===== src/rtl/cpu.sv =====
// Multicycle 16-bit CPU: IR, 8x16 register file, B-side shifter, ALU, A/B/C registers
// and N/V/Z status, sequenced by a seven-state controller.
module cpu (
    input  logic        clk,
    input  logic        reset,
    input  logic        s,
    input  logic        load,
    input  logic [15:0] in,
    output logic [15:0] out,
    output logic        N,
    output logic        V,
    output logic        Z,
    output logic        w
);

    typedef enum logic [2:0] {
        ST_WAIT     = 3'd0,
        ST_DECODE   = 3'd1,
        ST_GETA     = 3'd2,
        ST_GETB     = 3'd3,
        ST_COMPUTE  = 3'd4,
        ST_WRITEREG = 3'd5,
        ST_WRITEIMM = 3'd6
    } state_t;

    function automatic logic [15:0] shift_f(input logic [15:0] v, input logic [1:0] sh);
        logic [15:0] r;
        case (sh)
            2'b00:   r = v;
            2'b01:   r = {v[14:0], 1'b0};
            2'b10:   r = {1'b0, v[15:1]};
            2'b11:   r = {v[15], v[15:1]};
            default: r = v;
        endcase
        return r;
    endfunction

    // Returns {N, V, Z, result}; V reflects the add or subtract actually performed.
    function automatic logic [18:0] alu_f(input logic [15:0] a, input logic [15:0] b,
                                          input logic [1:0] op);
        logic [15:0] r;
        logic        vf;
        r  = 16'h0000;
        vf = 1'b0;
        case (op)
            2'b00: begin
                r  = a + b;
                vf = (a[15] == b[15]) && (r[15] != a[15]);
            end
            2'b01: begin
                r  = a - b;
                vf = (a[15] != b[15]) && (r[15] != a[15]);
            end
            2'b10:   r = a & b;
            2'b11:   r = ~b;
            default: r = 16'h0000;
        endcase
        return {r[15], vf, (r == 16'h0000), r};
    endfunction

    state_t      state_q, state_d;
    logic        w_q, w_d;
    logic [15:0] ir_q, ir_d;
    logic [15:0] a_q, a_d;
    logic [15:0] b_q, b_d;
    logic [15:0] c_q, c_d;
    logic        n_q, n_d;
    logic        v_q, v_d;
    logic        z_q, z_d;
    logic [15:0] regs_q [8];
    logic [15:0] regs_d [8];

    logic [2:0]  opcode_s;
    logic [1:0]  op_s;
    logic [2:0]  rn_s, rd_s, rm_s;
    logic [1:0]  sh_s;
    logic [15:0] sximm8_s;
    logic        is_movimm_s, is_movreg_s, is_alu_s, is_cmp_s;

    logic        load_a_s, load_b_s, load_c_s, load_st_s, zero_a_s;
    logic        write_en_s, write_imm_s;
    logic [2:0]  waddr_s;
    logic [15:0] wdata_s;
    logic [15:0] alu_a_s, alu_b_s;
    logic [1:0]  alu_op_s;
    logic [18:0] alu_res_s;

    // Instruction field decode from IR
    always_comb begin
        opcode_s    = ir_q[15:13];
        op_s        = ir_q[12:11];
        rn_s        = ir_q[10:8];
        rd_s        = ir_q[7:5];
        sh_s        = ir_q[4:3];
        rm_s        = ir_q[2:0];
        sximm8_s    = {{8{ir_q[7]}}, ir_q[7:0]};
        is_movimm_s = (opcode_s == 3'b110) && (op_s == 2'b10);
        is_movreg_s = (opcode_s == 3'b110) && (op_s == 2'b00);
        is_alu_s    = (opcode_s == 3'b101);
        is_cmp_s    = is_alu_s && (op_s == 2'b01);
    end

    // FSM state register
    always_ff @(posedge clk) begin
        if (!reset) begin
            state_q <= ST_WAIT;
            w_q     <= 1'b1;
        end else begin
            state_q <= state_d;
            w_q     <= w_d;
        end
    end

    // FSM next-state logic
    always_comb begin
        state_d = state_q;
        case (state_q)
            ST_WAIT: begin
                if (s) state_d = ST_DECODE;
                else   state_d = ST_WAIT;
            end
            ST_DECODE: begin
                if (is_movimm_s)      state_d = ST_WRITEIMM;
                else if (is_movreg_s) state_d = ST_GETB;
                else if (is_alu_s)    state_d = ST_GETA;
                else                  state_d = ST_WAIT;
            end
            ST_GETA:    state_d = ST_GETB;
            ST_GETB:    state_d = ST_COMPUTE;
            ST_COMPUTE: begin
                if (is_cmp_s) state_d = ST_WAIT;
                else          state_d = ST_WRITEREG;
            end
            ST_WRITEREG: state_d = ST_WAIT;
            ST_WRITEIMM: state_d = ST_WAIT;
            default:     state_d = ST_WAIT;
        endcase
        w_d = (state_d == ST_WAIT);
    end

    // FSM output (datapath control) logic
    always_comb begin
        load_a_s    = 1'b0;
        load_b_s    = 1'b0;
        load_c_s    = 1'b0;
        load_st_s   = 1'b0;
        zero_a_s    = 1'b0;
        write_en_s  = 1'b0;
        write_imm_s = 1'b0;
        case (state_q)
            ST_GETA: load_a_s = 1'b1;
            ST_GETB: load_b_s = 1'b1;
            ST_COMPUTE: begin
                load_c_s  = 1'b1;
                load_st_s = is_cmp_s;
                zero_a_s  = is_movreg_s;
            end
            ST_WRITEREG: write_en_s = 1'b1;
            ST_WRITEIMM: begin
                write_en_s  = 1'b1;
                write_imm_s = 1'b1;
            end
            default: begin
                load_a_s   = 1'b0;
                write_en_s = 1'b0;
            end
        endcase
    end

    // Datapath next-state: IR, operand registers, ALU, status and register file
    always_comb begin
        ir_d      = load ? in : ir_q;
        a_d       = load_a_s ? regs_q[rn_s] : a_q;
        b_d       = load_b_s ? regs_q[rm_s] : b_q;
        alu_a_s   = zero_a_s ? 16'h0000 : a_q;
        alu_b_s   = shift_f(b_q, sh_s);
        alu_op_s  = is_movreg_s ? 2'b00 : op_s;
        alu_res_s = alu_f(alu_a_s, alu_b_s, alu_op_s);
        c_d       = load_c_s ? alu_res_s[15:0] : c_q;
        if (load_st_s) begin
            n_d = alu_res_s[18];
            v_d = alu_res_s[17];
            z_d = alu_res_s[16];
        end else begin
            n_d = n_q;
            v_d = v_q;
            z_d = z_q;
        end
        waddr_s = write_imm_s ? rn_s : rd_s;
        wdata_s = write_imm_s ? sximm8_s : c_q;
        regs_d  = regs_q;
        if (write_en_s) begin
            regs_d[waddr_s] = wdata_s;
        end else begin
            regs_d = regs_q;
        end
    end

    // Datapath registers
    always_ff @(posedge clk) begin
        if (!reset) begin
            ir_q <= 16'h0000;
            a_q  <= 16'h0000;
            b_q  <= 16'h0000;
            c_q  <= 16'h0000;
            n_q  <= 1'b0;
            v_q  <= 1'b0;
            z_q  <= 1'b0;
            for (int i = 0; i < 8; i++) regs_q[i] <= 16'h0000;
        end else begin
            ir_q <= ir_d;
            a_q  <= a_d;
            b_q  <= b_d;
            c_q  <= c_d;
            n_q  <= n_d;
            v_q  <= v_d;
            z_q  <= z_d;
            for (int i = 0; i < 8; i++) regs_q[i] <= regs_d[i];
        end
    end

    assign out = c_q;
    assign N   = n_q;
    assign V   = v_q;
    assign Z   = z_q;
    assign w   = w_q;

endmodule


===== config.mk =====
export PLATFORM = sky130hd
export DESIGN_NAME = cpu
export DESIGN_NICKNAME = d
export VERILOG_FILES = /design/src/rtl/cpu.sv
export SDC_FILE = /design/constraint.sdc
export NUM_CORES = 1
export LEC_CHECK = 0
export ABC_AREA = 0
export CORE_MARGIN = 3
export CORE_UTILIZATION = 40
export DETAILED_ROUTE_END_ITERATION = 6
export GPL_TIMING_DRIVEN = 0
export PLACE_DENSITY_LB_ADDON = 0.15
export SLEW_MARGIN = 0
export SYNTH_ARGS = -nofsm -noshare
export SYNTH_HDL_FRONTEND = slang
export SYNTH_SLANG_ARGS = --single-unit
export TNS_END_PERCENT = 10

===== constraint.sdc =====
create_clock -name clk -period 6.3 [get_ports clk]
set_input_delay 0.945 -clock clk [delete_from_list [all_inputs] [get_ports clk]]
set_output_delay 0.945 -clock clk [all_outputs]
set_load 0.1 [all_outputs]

# After elaboration in Yosys (flattened, before gate mapping)
# Index checks and enable logic that the tools add are counted.
[totals]
ff_bits = 199
out_inout_bits = 20
in_bits = 20
wordCells = 90
[classes]
muxes = 29
add_sub_neg = 2
bitwise = 5
reduce_logical = 13
magnitude_cmp = 4
n_eq_ne = 20
[op_table]
columns = ["cell", "n"]
rows = [
  ["$bwmux W128", 1],
  ["$pmux W16 S4", 2],
  ["$mux W16", 7],
  ["$bmux W16 S3", 2],
  ["$demux W16 S3", 1],
  ["$add A16 B16 Y16", 1],
  ["$and A16 B16 Y16", 1],
  ["$logic_not A16 Y1", 1],
  ["$not A16 Y16", 1],
  ["$sub A16 B16 Y16", 1],
  ["$eq A3 B3 Y1 const B", 5],
  ["$pmux W3 S5", 1],
  ["$ge A4 B4 Y1 const B", 3],
  ["$not A3 Y4", 3],
  ["$eq A2 B2 Y1 const B", 5],
  ["$mux W3", 3],
  ["$mux W1", 8],
  ["$eq A2 B1 Y1 const B", 3],
  ["$eq A3 B2 Y1 const B", 2],
  ["$logic_and A1 B1 Y1", 6],
  ["$logic_not A2 Y1", 3],
  ["$logic_not A3 Y1", 2],
  ["$mux W2", 3],
  ["$lt A4 B1 Y1 const B", 1],
  ["5 further kinds", 7],
]

# Depth between registers and ports, before layout
[logic_depth]
word_depth = 9
mapped_depth = 18
ltp_nobuf = 15

# Worst setup path after synthesis
# OpenSTA, ideal clock, no wires.
[synth_path]
path_type = "register -> register"
start = "register ir_q[11]"
end = "register z_q, in the netlist Z"
synth_period_minus_slack_ns = 4.547
path_slack_ns = 1.753
path_buffers = 4
t_required_ns = 6.216
t_arrival_ns = 4.463
setup_time_ns = 0.084
stages_incl_launch_ff = 19
path_cell_list = "dfxtp_1 buf_2 nand4bb_1 buf_2 nor3_1 clkbuf_1 nor2b_1 ha_1 clkbuf_1 or3b_2 a31oi_1 a311oi_4 o221ai_2 o211ai_1 a311oi_1 xor2_1 o21ai_0 or4_1 o31ai_2"
[synth_via]
elab_chain_cells = 7
word_cells_on_any_way = 17
cone_classes = "add/sub: 2; eq/ne: 4; mux: 5; bitwise: 1; reduce/logical: 5"
[synth_rtl]
columns = ["element", "line", "rtl"]
rows = [
  ["start, declared", "63", "logic [15:0] ir_q, ir_d;"],
  ["start signal, assigned", "211", "ir_q <= ir_d;"],
  ["$logic_not A2 Y1", "98", "is_movreg_s = (opcode_s == 3'b110) && (op_s == 2'b00);"],
  ["$logic_and A1 B1 Y1", "98", ""],
  ["$mux W1", "150", "case (state_q)"],
  ["$mux W16", "175", "alu_a_s = zero_a_s ? 16'h0000 : a_q;"],
  ["$sub A16 B16 Y16 (tied with other cells)", "51", "r = a - b;"],
  ["$pmux W16 S4", "45", "case (op)"],
  ["$logic_not A16 Y1", "58", "return {r[15], vf, (r == 16'h0000), r};"],
  ["end signal, assigned", "217", "z_q <= z_d;"],
  ["end, declared", "69", "logic z_q, z_d;"],
]
# Parallel ways exist; a longest one is shown, timed or not.
# A chain may end at the register's enable or synchronous reset.

# Worst setup path in the final report
# Same ends and word-level chain as after synthesis.

==> results_dict.tcl <==
set metrics [dict create \
    row_count 61 \
    multi_input_area_um2 7040 \
    start_kind "flop" \
    crit_buf_inv 4 \
    postSynth.asyncResetShare_pct 0 \
    worst-r2r-setup-slack_ns 0.83 \
    synth.most_common_cell "nor2_1" \
    path_class "flop to flop" \
    dieArea_um2 31100 \
    num_io_pins 40 \
    fill_cells 2806 \
    core_area_um2 28200 \
    grtUsageTotal_pct 26.2 \
    grt_first_pass_wirelength_um 61800 \
    ys_warn_count 0 \
    crit_path_top_delay_cell "nor3_1" \
    clk_pin_slew_worst_paths_ns 0.07 \
    path_cells "buf_2 > nand4bb_1 > buf_2 > nor3_1 > clkbuf_1 > nor2b_1 > ha_1 > clkbuf_1 > or3b_2 > a31oi_1 > a311oi_4 > o221ai_2 > o211ai_1 > a311oi_1 > xor2_1 > o21ai_0 > or4_1 > o31ai_2" \
    min_period_over_period_pct 86.8 \
    clockRootBuffer "clkbuf_16" \
    cp_top_family "simple AND/OR/NAND/NOR gates" \
    antenna_found_initial 0 \
    grt_pass1_vias 10000 \
    fmax_ghz 0.183 \
    hold_class "flop to flop" \
    cts_setup_buffers 0 \
    die_h_um 176 \
    synth-edff-count 0 \
    gp_congestion 0.941 \
    h-tree-depth 4 \
    ys_top_cells_by_count "nor2_1 (246), dfxtp_1 (199), a211oi_1 (165)" \
    wirelength_um 41000 \
    synth.top_cell.area_share_pct 34.4 \
    setup_slack_ns 0.834 \
    drive_above_1_share_pct 8.95 \
    cts_buffer_depth 2 \
    cts_tree "yes" \
    diodes 0 \
    crit_path_end_kind "flop" \
    post-route-drc-count 0 \
    worstMarginPinSlew_ns 1.15 \
    area_growth_pct 12.1 \
    synth_cell_types 77 \
    slowest_delay_ns 0.71 \
    reg2reg_from "ir_q[11]$_SDFFE_PN0P_" \
    portBuffers 38 \
    cp_data_arrival_time_ns 5.83 \
    gr-total-overflow 0 \
    ctsHoldBuffers 0 \
    rsz0062_at_grt "false" \
    outcome "finished clean" \
    drtIter0Drc 890 \
    slew_headroom_pct 21.0 \
    clock_sinks 199 \
    crit_required_ns 6.66 \
    hold_viol_final 0 \
    ir_drop_mv 0.169 \
    dp_cells 1710 \
    routedWlPerCell_um 23.6 \
    fin_tns_setup_ns 0 \
    dr_total_vias 10500 \
    clk_latency_ns 0.44 \
    ys_seq_area_share_pct 34.4 \
    dp_hpwl_um 31200 \
    viasPerCell 6.03 \
    cts-resized-gates 0 \
    ant_nets 0 \
    period_minus_slack_ns 5.47 \
    power_density_nw_per_um2 198 \
    finalNetCount 1403 \
    hold_start "out[12]$_SDFFE_PN0P_" \
    synth_seq_cells 199 \
    critPathLaunch "ir_q[11]$_SDFFE_PN0P_" \
    instances_no_fill 1741 \
    initial_core_util_pct 41.1 \
    grt_max_degree 18 \
    synth_flop_cell "dfxtp_1" \
    drv_cap 0 \
    skew_ns 0.0108 \
    synth.avg_cell_area_um2 8.96 \
    crit_fanout 10 \
    maxSlewViolCount 0 \
    yosys.area.top_type "dfxtp_1" \
    dp_worst_setup_slack_ns 0.907 \
    p_leak_nw 4.18 \
    regArea_um2 3980 \
    setup_viol 0 \
    numCtsBuffers 17 \
    syn_nets 1346 \
    first_pass_iters 5 \
    fp.dieW_um 176 \
    synthCells 1294 \
    synthesis.area_um2 11600 \
    synth_area_leaders "dfxtp_1 (34%), mux4_2 (13%), a211oi_1 (11%), nor2_1 (8.0%), mux2i_1 (6.2%)" \
]
cell families after synthesis:
group / Yosys count / synth area share [%]
flip-flops: 199 / 34.4
adder cells (fa/ha/maj): 33 / 3.54
buffers and inverters: 146 / 4.86
AO/OA/AOI/OAI: 350 / 21.3
XOR/XNOR: 13 / 0.983
multiplexers: 141 / 19.2
AND/OR/NAND/NOR: 412 / 15.7
through the flow:
| step | util, % | power, W | instance area [µm²] | hold WS [ns] |
|---|---|---|---|---|
| after floorplan | - | 0.00146 | 11600 | 0.474 |
| after global placement | 44.2 | 0.00154 | 12400 | 0.462 |
| after detailed placement | 44.2 | 0.00154 | 12400 | 0.472 |
| after CTS | 46.1 | 0.00259 | 13000 | 0.485 |
| after global routing | 46.1 | 0.00265 | 13000 | 0.492 |
| final | 46.1 | 0.00258 | 13000 | 0.482 |
state kept, by name, summed over array words and instances, names as in the netlist, 3 cells and up:
| register | cells |
|---|---|
| a_q | 16 |
| b_q | 16 |
| ir_q | 16 |
| out | 16 |
| regs_q | 128 |
| state_q | 3 |
tightest hold or removal path: stages (launching register included):
cell	delay, ns
dfxtp_1	0.33
nand2_1	0.06
a21oi_1	0.05
where the power goes:
part / switching [W] / internal, W
clock network: 0.000512 / 0.000548
registers: 0.00000635 / 0.00127
logic: 0.000157 / 0.0000878
worst paths after layout:
check / to / depth (start not counted)
worst max-delay path: Z$_SDFFE_PN0P_ / 18
worst min-delay path: out[12]$_SDFFE_PN0P_ / 2
worst max register to register: Z$_SDFFE_PN0P_ / 18
worst min register to register: out[12]$_SDFFE_PN0P_ / 2
routing by layer:
layer	track usage [%]	share of wire, %	vias up
met5	0	0	-
met2	43.5	48	353
li1	-	-	4912
met3	3.29	5.6	66
met4	9.77	3.4	0
met1	35.2	43	5172
final cells by class:
| cell class | instances | share of cell area (%) |
|---|---|---|
| Buffer | 109 | 3.26 |
| Clock buffer | 18 | 3.30 |
| Clock inverter | 13 | 0.944 |
| Inverter | 37 | 1.07 |
| Multi-Input combinational cell | 949 | 54.2 |
| Sequential cell | 199 | 30.7 |
| Tap cell | 378 | 3.64 |
| Timing Repair Buffer | 38 | 2.93 |
cells in the final DEF (no fill, tap or decap), drive strengths merged, types with 4 or more instances in the layout:
cell type / instances
nand2: 62
nand2b: 9
nor3: 17
mux4: 65
o21a: 7
clkinvlp: 6
nor2: 246
a21o: 5
nor3b: 4
o21ai: 34
nor2b: 26
a311oi: 4
mux2i: 72
dfxtp: 199
a211oi: 165
xnor2: 10
clkbuf: 110
o211ai: 9
a31oi: 14
or3: 4
nand4: 4
a21oi: 67
nand3: 15
nor4: 8
o21bai: 5
inv: 41
clkdlybuf4s50: 38
mux2: 4
ha: 32
buf: 17
o31ai: 4
Note: power is estimated with default switching activity, not from simulation.
